**config.mk**
```make
export PLATFORM = sky130hd
export DESIGN_NAME = alu_reservation_station
export DESIGN_NICKNAME = d
export VERILOG_FILES = /design/src/rtl/alu_reservation_station.sv
export SDC_FILE = /design/constraint.sdc
export NUM_CORES = 1
export LEC_CHECK = 0
export ABC_AREA = 1
export BUFFER_PORTS_ARGS = -buffer_cell sky130_fd_sc_hd__buf_2
export CAP_MARGIN = 20
export CORE_ASPECT_RATIO = 0.9
export CORE_MARGIN = 2
export CORE_UTILIZATION = 45
export DETAILED_ROUTE_END_ITERATION = 12
export GPL_ROUTABILITY_DRIVEN = 0
export PLACE_DENSITY = 0.62
export SLEW_MARGIN = 30
export SYNTH_ARGS = -nofsm -noshare
export SYNTH_HDL_FRONTEND = slang
export SYNTH_SLANG_ARGS = --single-unit
```
**constraint.sdc**
```tcl
create_clock -name clk -period 5.08 [get_ports clk]
set_clock_uncertainty 0.1 [all_clocks]
set_input_delay 0.762 -clock clk [delete_from_list [all_inputs] [get_ports clk]]
set_output_delay 0.762 -clock clk [all_outputs]
set_load 0.03 [all_outputs]
```
**src/rtl/alu_reservation_station.sv**
```systemverilog
// Reservation station feeding the integer ALU.
// It accepts one decoded op per cycle. Sources that are not ready capture their values from the
// common data bus (CDB). It issues one operand-ready op per cycle using a valid/ready handshake.
//
// Ports:
//   clk, reset         rising-edge clock, synchronous active-high reset
//   flush              squash every entry (branch mispredict)
//   dispatch_*         allocation side: op code, byte/word size, two value-or-tag sources, dest tag
//   cdb_*              result broadcast used for operand wakeup
//   issue_*            op presented to the ALU, freed on issue_valid && issue_ready
//   occupancy          number of valid entries
//
// Optional feature: define ALU_RS_OLDEST_FIRST_EN to select the oldest eligible entry through a
// DEPTH x DEPTH age matrix. By default the lowest-index eligible entry issues.
module alu_reservation_station #(
  parameter int unsigned DEPTH  = 4,
  parameter int unsigned TAG_W  = 6,
  parameter int unsigned DATA_W = 32
) (
  input  logic                     clk,
  input  logic                     reset,
  input  logic                     flush,
  input  logic                     dispatch_valid,
  output logic                     dispatch_ready,
  input  logic [3:0]               ALUControl,
  input  logic                     MemSize,
  input  logic                     src1_rdy,
  input  logic                     src2_rdy,
  input  logic [TAG_W-1:0]         src1_tag,
  input  logic [TAG_W-1:0]         src2_tag,
  input  logic [DATA_W-1:0]        src1_val,
  input  logic [DATA_W-1:0]        src2_val,
  input  logic [TAG_W-1:0]         dest_tag,
  input  logic                     cdb_valid,
  input  logic [TAG_W-1:0]         cdb_tag,
  input  logic [DATA_W-1:0]        cdb_data,
  output logic                     issue_valid,
  input  logic                     issue_ready,
  output logic [3:0]               issue_ALUControl,
  output logic                     issue_MemSize,
  output logic [DATA_W-1:0]        issue_op1,
  output logic [DATA_W-1:0]        issue_op2,
  output logic [TAG_W-1:0]         issue_dest_tag,
  output logic [$clog2(DEPTH):0]   occupancy
);

  localparam int unsigned IDX_W = $clog2(DEPTH);

  logic [DEPTH-1:0]  valid_q, s1_rdy_q, s2_rdy_q, msz_q, eligible;
  logic [3:0]        op_q   [DEPTH];
  logic [TAG_W-1:0]  s1_tag_q [DEPTH];
  logic [TAG_W-1:0]  s2_tag_q [DEPTH];
  logic [TAG_W-1:0]  dest_q [DEPTH];
  logic [DATA_W-1:0] s1_val_q [DEPTH];
  logic [DATA_W-1:0] s2_val_q [DEPTH];

  logic [IDX_W-1:0]  free_idx, issue_idx;
  logic              do_alloc, do_issue;

  // Lowest-index free slot. This is only meaningful when the station is not full.
  always_comb begin
    free_idx = '0;
    for (int i = int'(DEPTH) - 1; i >= 0; i--) begin
      if (!valid_q[i]) free_idx = IDX_W'(i);
    end
  end

  always_comb begin
    occupancy = '0;
    for (int i = 0; i < int'(DEPTH); i++) begin
      occupancy = occupancy + (IDX_W + 1)'(valid_q[i]);
    end
  end

  // Eligibility comes from registered readiness only. An entry woken at an edge issues from the
  // following cycle.
  assign eligible = valid_q & s1_rdy_q & s2_rdy_q;

`ifdef ALU_RS_OLDEST_FIRST_EN
  // age_q[j][i] set means entry j was allocated before entry i.
  logic [DEPTH-1:0] age_q [DEPTH];
  logic [DEPTH-1:0] blocked;

  always_comb begin
    blocked = '0;
    for (int i = 0; i < int'(DEPTH); i++) begin
      for (int j = 0; j < int'(DEPTH); j++) begin
        if (eligible[j] && age_q[j][i]) blocked[i] = 1'b1;
      end
    end
  end

  always_comb begin
    issue_idx = '0;
    for (int i = 0; i < int'(DEPTH); i++) begin
      if (eligible[i] && !blocked[i]) issue_idx = IDX_W'(i);
    end
  end

  // The newcomer is younger than everyone. Stale bits of invalid entries are masked by eligibility
  // and rewritten on allocation.
  always_ff @(posedge clk) begin
    if (reset) begin
      for (int i = 0; i < int'(DEPTH); i++) age_q[i] <= '0;
    end else if (do_alloc) begin
      for (int j = 0; j < int'(DEPTH); j++) begin
        age_q[free_idx][j] <= 1'b0;
        if (IDX_W'(j) != free_idx) age_q[j][free_idx] <= 1'b1;
      end
    end
  end
`else
  always_comb begin
    issue_idx = '0;
    for (int i = int'(DEPTH) - 1; i >= 0; i--) begin
      if (eligible[i]) issue_idx = IDX_W'(i);
    end
  end
`endif

  assign dispatch_ready   = ~&valid_q;
  assign issue_valid      = |eligible;
  assign issue_ALUControl = op_q[issue_idx];
  assign issue_MemSize    = msz_q[issue_idx];
  assign issue_op1        = s1_val_q[issue_idx];
  assign issue_op2        = s2_val_q[issue_idx];
  assign issue_dest_tag   = dest_q[issue_idx];

  assign do_alloc = dispatch_valid & dispatch_ready & ~flush & ~reset;
  assign do_issue = issue_valid & issue_ready & ~flush;

  always_ff @(posedge clk) begin
    if (reset || flush) begin
      valid_q <= '0;
    end else begin
      for (int i = 0; i < int'(DEPTH); i++) begin
        if (valid_q[i] && !s1_rdy_q[i] && cdb_valid && s1_tag_q[i] == cdb_tag) begin
          s1_rdy_q[i] <= 1'b1;
          s1_val_q[i] <= cdb_data;
        end
        if (valid_q[i] && !s2_rdy_q[i] && cdb_valid && s2_tag_q[i] == cdb_tag) begin
          s2_rdy_q[i] <= 1'b1;
          s2_val_q[i] <= cdb_data;
        end
      end
      if (do_issue) valid_q[issue_idx] <= 1'b0;
      // The issued entry is valid and the free slot is not, so these writes never collide.
      if (do_alloc) begin
        valid_q[free_idx]  <= 1'b1;
        op_q[free_idx]     <= ALUControl;
        msz_q[free_idx]    <= MemSize;
        dest_q[free_idx]   <= dest_tag;
        s1_tag_q[free_idx] <= src1_tag;
        s2_tag_q[free_idx] <= src2_tag;
        // Bypass: a source produced by this cycle's broadcast is captured on entry.
        s1_rdy_q[free_idx] <= src1_rdy | (cdb_valid && src1_tag == cdb_tag);
        s2_rdy_q[free_idx] <= src2_rdy | (cdb_valid && src2_tag == cdb_tag);
        s1_val_q[free_idx] <= src1_rdy ? src1_val : cdb_data;
        s2_val_q[free_idx] <= src2_rdy ? src2_val : cdb_data;
      end
    end
  end

endmodule

```
==> metrics.csv, run 1 <==
metric;value;unit
clk_lat worst skew;0.53;ns
initial antenna violation count;7;
Clock transition at path regs;0.06;ns
WL/cell;20.10;um
top-count cell post-synth;nand2_1;
initial DRC count;1079;
Hold Path Class;primary input to flip-flop;
gr usage total;0.2352;
max-slew violation count;0;
via count of the routed design;13170;
CP most frequent cell;nand3_1;
area share of the largest cell type after synthesis;0.6134;
Tot Pwr;6.575;mW
Fmax;262.5;MHz
Layout Nets;1961;
share of layout cells above drive strength 1;0.1717;
RSZ-0062 raised after global routing;no;
CTS tree;yes;
Syn Nets;1794;
register area share after synthesis;0.6180;
setup bufs post-CTS;0;
drc violations;0;
CTS hold repair buffers;0;
hold_ws;0.3455;ns
Port Buffer Count;212;
vias in the first global route;12650;
post-synth cell types;28;
via/cell ratio;5.615;
clock sinks;360;
crit path DAT;2.95;ns
Power per Cell Area;326.2;mW/mm2
Final min period;3.810;ns
status;finished, final reports clean;
EDFF count, synth;356;
H-tree levels;2;
final setup vio count;0;
Final WS setup;1.270;ns
max-cap violations;0;
Area Overhead vs Synth;15.67;%
die height;190.7;um
total area of sequential cells;0.01077;mm2
CTS Buf Count;40;
post-CTS sizing;0;
Post-synth ARST share;0;
Worst setup EP type;output port;
first-pass GRT wire length;72210;um
dpl cells;2271;
io pins;213;
Final TNS setup;0;ns
footprint of the multi-input gates;0.006013;mm2
Placed Area;0.01887;mm2
Leakage Power;7.973;nW
total gr overflow;0;
Max IR drop VDD;174.0;uV
fin cells;2345;
Core ar.;0.03829;mm2
Final period util;0.7500;
slowest cell on the critical path;inv_2;
Max stage delay on crit path;0.54;ns
Die X;211.4;um
Synth Register Bits;360;
Cells after Synth;1657;
Critical Path Fanout Max;45;
Final ANT Viol Nets;0;
top cells by area, synth;edfxtp_1 61%, nand2_1 8.3%, nand3_1 7.0%, o21ai_0 5.9%, mux2i_1 3.7%;
Synth Cell Area;0.01743;mm2
YS warnings;0;
initial core utilization;0.4552;
mean post-synth cell area;10.52;um2
DP HPWL;29200;um
row count;68;
routed wire length;47130;um
Worst slew margin;0.3448;
CP Cell Sequence;nand3_1, nand2_1, nor2_1, inv_2, buf_12, nand3_1, nand3b_1, buf_2;
Final Hold Fails;0;
Post-Place Setup Slack;1.681;ns
largest net degree at the start of global routing;100;
drt pass-1 iters;5;
Primary FF master, synth;edfxtp_1;
critical path required time;4.22;ns
Startpoint Class;flip-flop;
Fillers;3381;
largest area contributor in the netlist;edfxtp_1;
design area;0.02016;mm2
Root Buffer;clkbuf_16;
final core area utilization;0.5265;
Worst Max-Slew Pin Slew;0.9828;ns
synth cell count leaders;385 x nand2_1, 356 x edfxtp_1, 243 x nand3_1, 205 x o21ai_0, 75 x nand3b_1;
die area;0.04032;mm2
critical path class;flip-flop to output port;
CTS Buffer Depth;3;
critical path, delay by kind of cell (launching register included):
kind	cells	cell delay [ns]
buffers and inverters	3	1.08
DFF	1	0.51
and+or+nand+nor	5	0.75
registers in the layout, summed over array words and instances (netlist names):
name,flops
s1_val_q,128
s2_val_q,128
dest_q,24
s1_tag_q,24
s2_tag_q,24
op_q,16
msz_q,4
s1_rdy_q,4
s2_rdy_q,4
valid_q,4
cell type report:
cell class | count | area share
diodes | 3 | 0.0003724
repair buffers | 240 | 0.06555
clock inverters | 20 | 0.009745
clock buffers | 50 | 0.05257
inverters | 46 | 0.008752
multi-input cells | 1136 | 0.2983
well taps | 490 | 0.03041
flip-flops and latches | 360 | 0.5343
cells in the final DEF (no fill, tap or decap), drive strengths merged, types with 15 or more instances in the layout:
| master | count |
|---|---|
| xnor2 | 32 |
| clkbuf | 50 |
| inv | 47 |
| buf | 240 |
| nor2 | 39 |
| o21ai | 270 |
| edfxtp | 356 |
| mux2i | 64 |
| nand2 | 387 |
| nand3 | 243 |
| nand3b | 75 |
| clkinv | 15 |
path summary, 6_finish.rpt:
check | from | to | slack, ns | depth (start not counted)
hold reg to reg | valid_q[2] | valid_q[2] | 0.51 | 2
setup reg to reg | valid_q[1] | s1_rdy_q[0] | 2.32 | 9
hold / removal | dest_tag[5] | dest_q[2][5] | 0.35 | 1
setup / recovery | valid_q[1] | issue_op1[8] | 1.27 | 8
cells by family (layout without fill, tap and decap cells):
logic type | Yosys count | after routing | share of synthesized area
mux | 64 | 64 | 0.03676
simple gates | 748 | 748 | 0.1977
flops | 360 | 360 | 0.6180
compound gates | 277 | 277 | 0.07969
other cells | 0 | 3 | 0
buf+inv | 161 | 356 | 0.04293
fa+ha+maj | 4 | 4 | 0.003303
xor+xnor | 43 | 43 | 0.02161
power by group:
part / switching (mW) / internal, mW
Combinational: 0.299 / 0.146
Sequential: 0.00904 / 3.30
Clock: 1.14 / 1.68
per-layer routing:
metal	routed length, um	GRT usage	share of wire	vias to the layer above
met5	60	0	0.0013	-
met2	21630	0.3754	0.46	506
met1	20610	0.3309	0.44	6302
met4	1030	0.06771	0.022	8
met3	3798	0.04150	0.081	79
li1	-	-	-	6272
Note: power is estimated with default switching activity, not from simulation.
==> inputs of run 2 (changes only) <==
--- a/config.mk
+++ b/config.mk
@@ -5,7 +5,7 @@
 export SDC_FILE = /design/constraint.sdc
 export NUM_CORES = 1
 export LEC_CHECK = 0
-export ABC_AREA = 1
+export ABC_AREA = 0
 export BUFFER_PORTS_ARGS = -buffer_cell sky130_fd_sc_hd__buf_2
 export CAP_MARGIN = 20
 export CORE_ASPECT_RATIO = 0.9
==> constraint.sdc (replaced) <==
create_clock -name clk -period 3.6 [get_ports clk]
set_clock_uncertainty 0.1 [all_clocks]
set_input_delay 0.54 -clock clk [delete_from_list [all_inputs] [get_ports clk]]
set_output_delay 0.54 -clock clk [all_outputs]
set_load 0.03 [all_outputs]
==> run 2 against run 1 <==
Against the previous run: global-route usage down 0.41 points; critical path depth is 2 lower; critical path type unchanged; total power rose by 40%; die area shrank 2.8%; cell count decreased by 22%; design area fell by 0.94%; non-clock buffer count grew 10; utilization rose by 1.1 points; register-to-register slack lost 1.5 ns; clock power up 39%; clock-buffer cell count fell by 2; synthesized cell count decreased by 35%; largest power group unchanged.
==> metrics.csv, run 2 <==
metric;value;unit;change
post-CTS sizing;0;;unchanged
CTS Buffer Depth;3;;unchanged
status;finished, final reports clean;;
total gr overflow;0;;unchanged
Post-Place Setup Slack;0.5270;ns;-1.154 ns
largest net degree at the start of global routing;39;;-61%
Cells after Synth;1085;;-35%
share of layout cells above drive strength 1;0.4323;;+0.2606
largest area contributor in the netlist;edfxtp_1;;
WL/cell;24.90;um;+24%
initial DRC count;632;;-41%
gr usage total;0.2311;;-0.004103
setup bufs post-CTS;0;;unchanged
row count;67;;-1.5%
max-slew violation count;0;;unchanged
EDFF count, synth;356;;unchanged
crit path from;s1_rdy_q[2];;
Final min period;3.503;ns;
Clock transition at path regs;0.06;ns;about the same
initial core utilization;0.4560;;+0.0008196
Worst Max-Slew Pin Slew;0.8723;ns;-0.1105 ns
Syn Nets;1222;;-32%
Layout Nets;1439;;-27%
die height;188.0;um;-1.4%
top cells by area, synth;edfxtp_1 63%, mux2_2 13%, a22oi_1 6.9%, mux2_4 5.3%, xor2_1 2.6%;;
Crit path max-delay family;buffers and inverters;;
CP Cell Sequence;and3_4, o31ai_4, buf_4, a22oi_1, o21ai_0, buf_2;;
final setup vio count;0;;unchanged
clock sinks;360;;unchanged
register area share after synthesis;0.6360;;+0.01799
crit path DAT;2.86;ns;-0.09 ns
Area Overhead vs Synth;17.91;%;
Final TNS setup;0;ns;unchanged
commonest non-fill, non-tap cell in the layout;edfxtp_1;;
first-pass GRT wire length;68140;um;-5.6%
H-tree levels;2;;unchanged
total area of sequential cells;0.01077;mm2;unchanged
post-synth cell types;44;;+57%
Primary FF master, synth;edfxtp_1;;
via/cell ratio;5.790;;+3.1%
routed wire length;45290;um;-3.9%
Max IR drop VDD;404.5;uV;+130%
Die X;208.5;um;-1.4%
Hold Path Class;primary input to flip-flop;;
HP Start;ALUControl[0];;
Final period util;0.9731;;
critical path class;flip-flop to output port;;
Startpoint Class;flip-flop;;
Root Buffer;clkbuf_16;;
max-cap violations;0;;unchanged
CTS tree;yes;;
Leakage Power;7.154;nW;-10%
synth cell count leaders;356 x edfxtp_1, 190 x mux2_2, 155 x a22oi_1, 77 x o21ai_0, 60 x mux2_4;;
via count of the routed design;10530;;-20%
Worst slew margin;0.4169;;+0.07212
Core ar.;0.03714;mm2;-3.0%
io pins;213;;unchanged
commonest non-fill, non-tap cells in the layout;356 x edfxtp_1, 212 x buf_2, 190 x mux2_2;;
Final WS setup;0.09699;ns;-1.173 ns
mean post-synth cell area;15.61;um2;+48%
RSZ-0062 raised after global routing;no;;
clk_lat worst skew;0.55;ns;+0.02 ns
footprint of the multi-input gates;0.005906;mm2;-1.8%
WP buf/inv;2;;-1
area share of the largest cell type after synthesis;0.6313;;+0.01786
Synth Cell Area;0.01693;mm2;-2.8%
die area;0.03920;mm2;-2.8%
slowest cell on the critical path;buf_4;;
DP HPWL;27980;um;-4.2%
drc violations;0;;unchanged
top-count cell post-synth;edfxtp_1;;
Final ANT Viol Nets;0;;unchanged
Synth Register Bits;360;;unchanged
Fmax;285.5;MHz;
YS warnings;0;;unchanged
Final Hold Fails;0;;unchanged
drt pass-1 iters;5;;unchanged
Critical Path Fanout Max;37;;-18%
vias in the first global route;10960;;-13%
Max stage delay on crit path;0.49;ns;-0.05 ns
Worst setup EP type;output port;;
Power per Cell Area;460.8;mW/mm2;+41%
Fillers;3106;;-8.1%
reg-to-reg startpoint;valid_q[1];;
CTS Buf Count;40;;unchanged
final core area utilization;0.5377;;+0.01118
CTS hold repair buffers;0;;unchanged
initial antenna violation count;10;;+3
hold_ws;0.1073;ns;-0.2382 ns
Post-synth ARST share;0;;unchanged
Top Registers;s1_val_q: 128 flops, s2_val_q: 128 flops;;
Port Buffer Count;212;;unchanged
critical path required time;2.96;ns;-1.26 ns
run 2: changes by cell type after synthesis, moves of 60 or more:
| cell | change |
|---|---|
| nand2_1 | -369 |
| nand3b_1 | -73 |
| o21ai_0 | -128 |
| mux2_4 | +60 |
| mux2_2 | +190 |
| a22oi_1 | +155 |
| mux2i_1 | -62 |
| o21ai_1 | -65 |
| nand3_1 | -236 |
run 2: path summary, 6_finish.rpt:
path / end / slack, ns / depth (start not counted)
worst min register to register: valid_q[3] / 0.48 / 2
worst max-delay path: issue_op2[0] / 0.1 / 6
worst max register to register: s1_val_q[1][1] / 0.81 / 6
worst min-delay path: op_q[2][0] / 0.11 / 1
run 2: cell type report:
class	instances	area share
sequential	360	0.5394
multi-input combinational	641	0.2958
timing repair buffer	250	0.07031
clock buffer	48	0.05270
tap	483	0.03027
clock inverter	22	0.008898
inverter	9	0.001942
antenna	6	0.0007519
run 2: metal layers:
metal | vias up | track usage | share of wire
li1 | 4768 | - | -
met1 | 5381 | 0.3169 | 0.44
met2 | 314 | 0.3813 | 0.48
met3 | 57 | 0.04539 | 0.066
met4 | 12 | 0.05368 | 0.016
met5 | - | 0 | 0.0016
run 2: power breakdown:
| group | internal, mW | total, mW | switching, mW | leakage, nW |
|---|---|---|---|---|
| clock network | 2.29 | 3.92 | 1.64 | 0.603 |
| registers | 4.66 | 4.68 | 0.0166 | 3.25 |
| logic | 0.263 | 0.600 | 0.338 | 3.30 |
| total | 7.21 | 9.20 | 1.99 | 7.15 |
run 2: logic make-up (layout without fill, tap and decap cells):
| kind of cell | after synthesis | after routing | share of synthesized area |
|---|---|---|---|
| flip-flops | 360 | 360 | 0.6360 |
| XOR/XNOR | 60 | 60 | 0.03103 |
| other | 0 | 6 | 0 |
| AO/OA/AOI/OAI | 248 | 248 | 0.09841 |
| buffers and inverters | 84 | 329 | 0.02313 |
| AND/OR/NAND/NOR | 71 | 71 | 0.02335 |
| adder cells (fa/ha/maj) | 4 | 4 | 0.003399 |
| multiplexers | 258 | 258 | 0.1847 |
run 2: through the flow:
step,power (mW),area [um2],instances
6_report,9.201,19970,1819
5_1_grt,9.479,19960,1814
4_1_cts,9.277,19950,1813
3_5_place_dp,5.364,18720,1743
3_3_place_gp,5.348,18720,1743
2_1_floorplan,5.098,16950,1085
==> inputs of run 3 (changes only) <==
--- a/config.mk
+++ b/config.mk
@@ -8,12 +8,14 @@
 export ABC_AREA = 0
 export BUFFER_PORTS_ARGS = -buffer_cell sky130_fd_sc_hd__buf_2
 export CAP_MARGIN = 20
+export CELL_PAD_IN_SITES_DETAIL_PLACEMENT = 0
+export CELL_PAD_IN_SITES_GLOBAL_PLACEMENT = 2
 export CORE_ASPECT_RATIO = 0.9
 export CORE_MARGIN = 2
-export CORE_UTILIZATION = 45
+export CORE_UTILIZATION = 42
 export DETAILED_ROUTE_END_ITERATION = 12
 export GPL_ROUTABILITY_DRIVEN = 0
-export PLACE_DENSITY = 0.62
+export PLACE_DENSITY = 0.78
 export SLEW_MARGIN = 30
 export SYNTH_ARGS = -nofsm -noshare
 export SYNTH_HDL_FRONTEND = slang
==> run 3 against run 2 <==
Against the previous run: largest power group unchanged; sequential cell count stayed put; clock-buffer cell count is 3 higher; critical endpoint is now issue_op1[21]; cell count is 2.7% higher.
==> metrics.csv, run 3 (synthesis gave the netlist of run 2 again) <==
metric;value;unit;change
status;finished, final reports clean;;
WL/cell;24.51;um;-1.5%
Die X;215.7;um;+3.4%
Final ANT Viol Nets;0;;unchanged
clk_lat worst skew;0.53;ns;-0.02 ns
slowest cell on the critical path;dfxtp_1;;
Placed Area;0.01878;mm2;+0.37%
critical path class;flip-flop to output port;;
CTS hold repair buffers;0;;unchanged
Top Registers;s1_val_q: 128 flops, s2_val_q: 128 flops;;
Leakage Power;7.125;nW;-0.40%
crit path DAT;2.81;ns;-0.05 ns
Power per Cell Area;450.3;mW/mm2;-2.3%
hold_ws;0.1311;ns;+0.02383 ns
Final Hold Fails;0;;unchanged
CP Cell Sequence;and3_4, buf_12, a22oi_1, o21ai_0, buf_2;;
final setup vio count;0;;unchanged
Port Buffer Count;212;;unchanged
Crit path max-delay family;buffers and inverters;;
Worst setup EP type;output port;;
drt pass-1 iters;5;;unchanged
Critical Path Fanout Max;66;;+78%
Worst slew margin;0.5011;;+0.08422
dpl cells;1789;;+2.6%
die height;194.5;um;+3.4%
reg-to-reg startpoint;valid_q[1];;
Fmax;290.3;MHz;+1.7%
max-slew violation count;0;;unchanged
WP buf/inv;2;;unchanged
Area Overhead vs Synth;18.12;%;
CTS Buf Count;40;;unchanged
via/cell ratio;5.608;;-3.2%
die area;0.04195;mm2;+7.0%
design area;0.02000;mm2;+0.18%
first-pass GRT wire length;67660;um;-0.71%
max-cap violations;0;;unchanged
Final min period;3.445;ns;-0.05785 ns
initial antenna violation count;6;;-4
H-tree levels;2;;unchanged
HP Start;dest_tag[5];;
via count of the routed design;10480;;-0.54%
crit path from;valid_q[2];;
Hold Path Class;primary input to flip-flop;;
DP HPWL;28010;um;+0.13%
commonest non-fill, non-tap cells in the layout;356 x edfxtp_1, 212 x buf_2, 190 x mux2_2;;
io pins;213;;unchanged
Clock transition at path regs;0.06;ns;about the same
commonest non-fill, non-tap cell in the layout;edfxtp_1;;
Core ar.;0.03963;mm2;+6.7%
final core area utilization;0.5048;;-0.03287
Worst Max-Slew Pin Slew;0.7483;ns;-0.1240 ns
row count;69;;+3.0%
gr usage total;0.2145;;-0.01664
CTS Buffer Depth;3;;unchanged
fin cells;1868;;+2.7%
Startpoint Class;flip-flop;;
Final TNS setup;0;ns;unchanged
Max IR drop VDD;263.1;uV;-35%
Final period util;0.9570;;-0.01607
routed wire length;45790;um;+1.1%
RSZ-0062 raised after global routing;no;;
initial core utilization;0.4274;;-0.02865
initial DRC count;669;;+5.9%
clock sinks;360;;unchanged
total gr overflow;0;;unchanged
Layout Nets;1439;;unchanged
critical path required time;2.96;ns;about the same
Max stage delay on crit path;0.55;ns;+0.06 ns
drc violations;0;;unchanged
vias in the first global route;10690;;-2.4%
share of layout cells above drive strength 1;0.4298;;-0.002579
largest net degree at the start of global routing;76;;+95%
CTS tree;yes;;
Root Buffer;clkbuf_16;;
==> run 3: cell count changes in the layout (fill, tap and decap cells not counted), sizes merged <==
cell      previous run  this run
inv                  9         8
clkinv              19        18
clkbuf              48        51
clkinvlp             0         2
bufinv               3         1
diode                6         5
==> run 3: worst paths after layout <==
path | to | cells after the start | slack [ns]
hold / removal | dest_q[1][5] | 1 | 0.13
setup reg to reg | s2_val_q[3][17] | 6 | 0.82
hold reg to reg | valid_q[3] | 2 | 0.51
setup / recovery | issue_op1[21] | 5 | 0.15
==> run 3: routing by layer <==
layer  share of wire  global-route usage
met5         0.00092                   0
met4           0.018             0.05160
met3           0.055             0.03928
met2            0.48              0.3530
met1            0.45              0.2950
==> run 3: stage by stage <==
stage          setup slack [ns]  power [mW]
2_1_floorplan           0.08859       5.098
3_3_place_gp             0.5910       5.355
3_5_place_dp             0.5682       5.370
4_1_cts                 0.08565       9.091
5_1_grt                 0.02570       9.284
6_report                 0.1548       9.007
==> run 3: what timing repair did <==
| item | CTS | global route |
|---|---|---|
| setup buffers | 0 | 3 |
| gates resized for setup | 0 | 1 |
| setup endpoints to repair | 0 | 2 |
==> run 3: layout make-up <==
cell class / instances / area [um2]
fillers: 3396 / 19620
flip-flops and latches: 360 / 10770
multi-input cells: 641 / 5911
repair buffers: 250 / 1434
clock buffers: 51 / 1042
well taps: 532 / 665.6
clock inverters: 20 / 130.1
inverters: 9 / 38.79
diodes: 5 / 12.51
==> run 3: power by group <==
group	switching (mW)	total, mW	internal [mW]
clock	1.61	3.72	2.12
sequential	0.0166	4.68	4.66
combinational	0.344	0.607	0.263
total	1.97	9.01	7.04
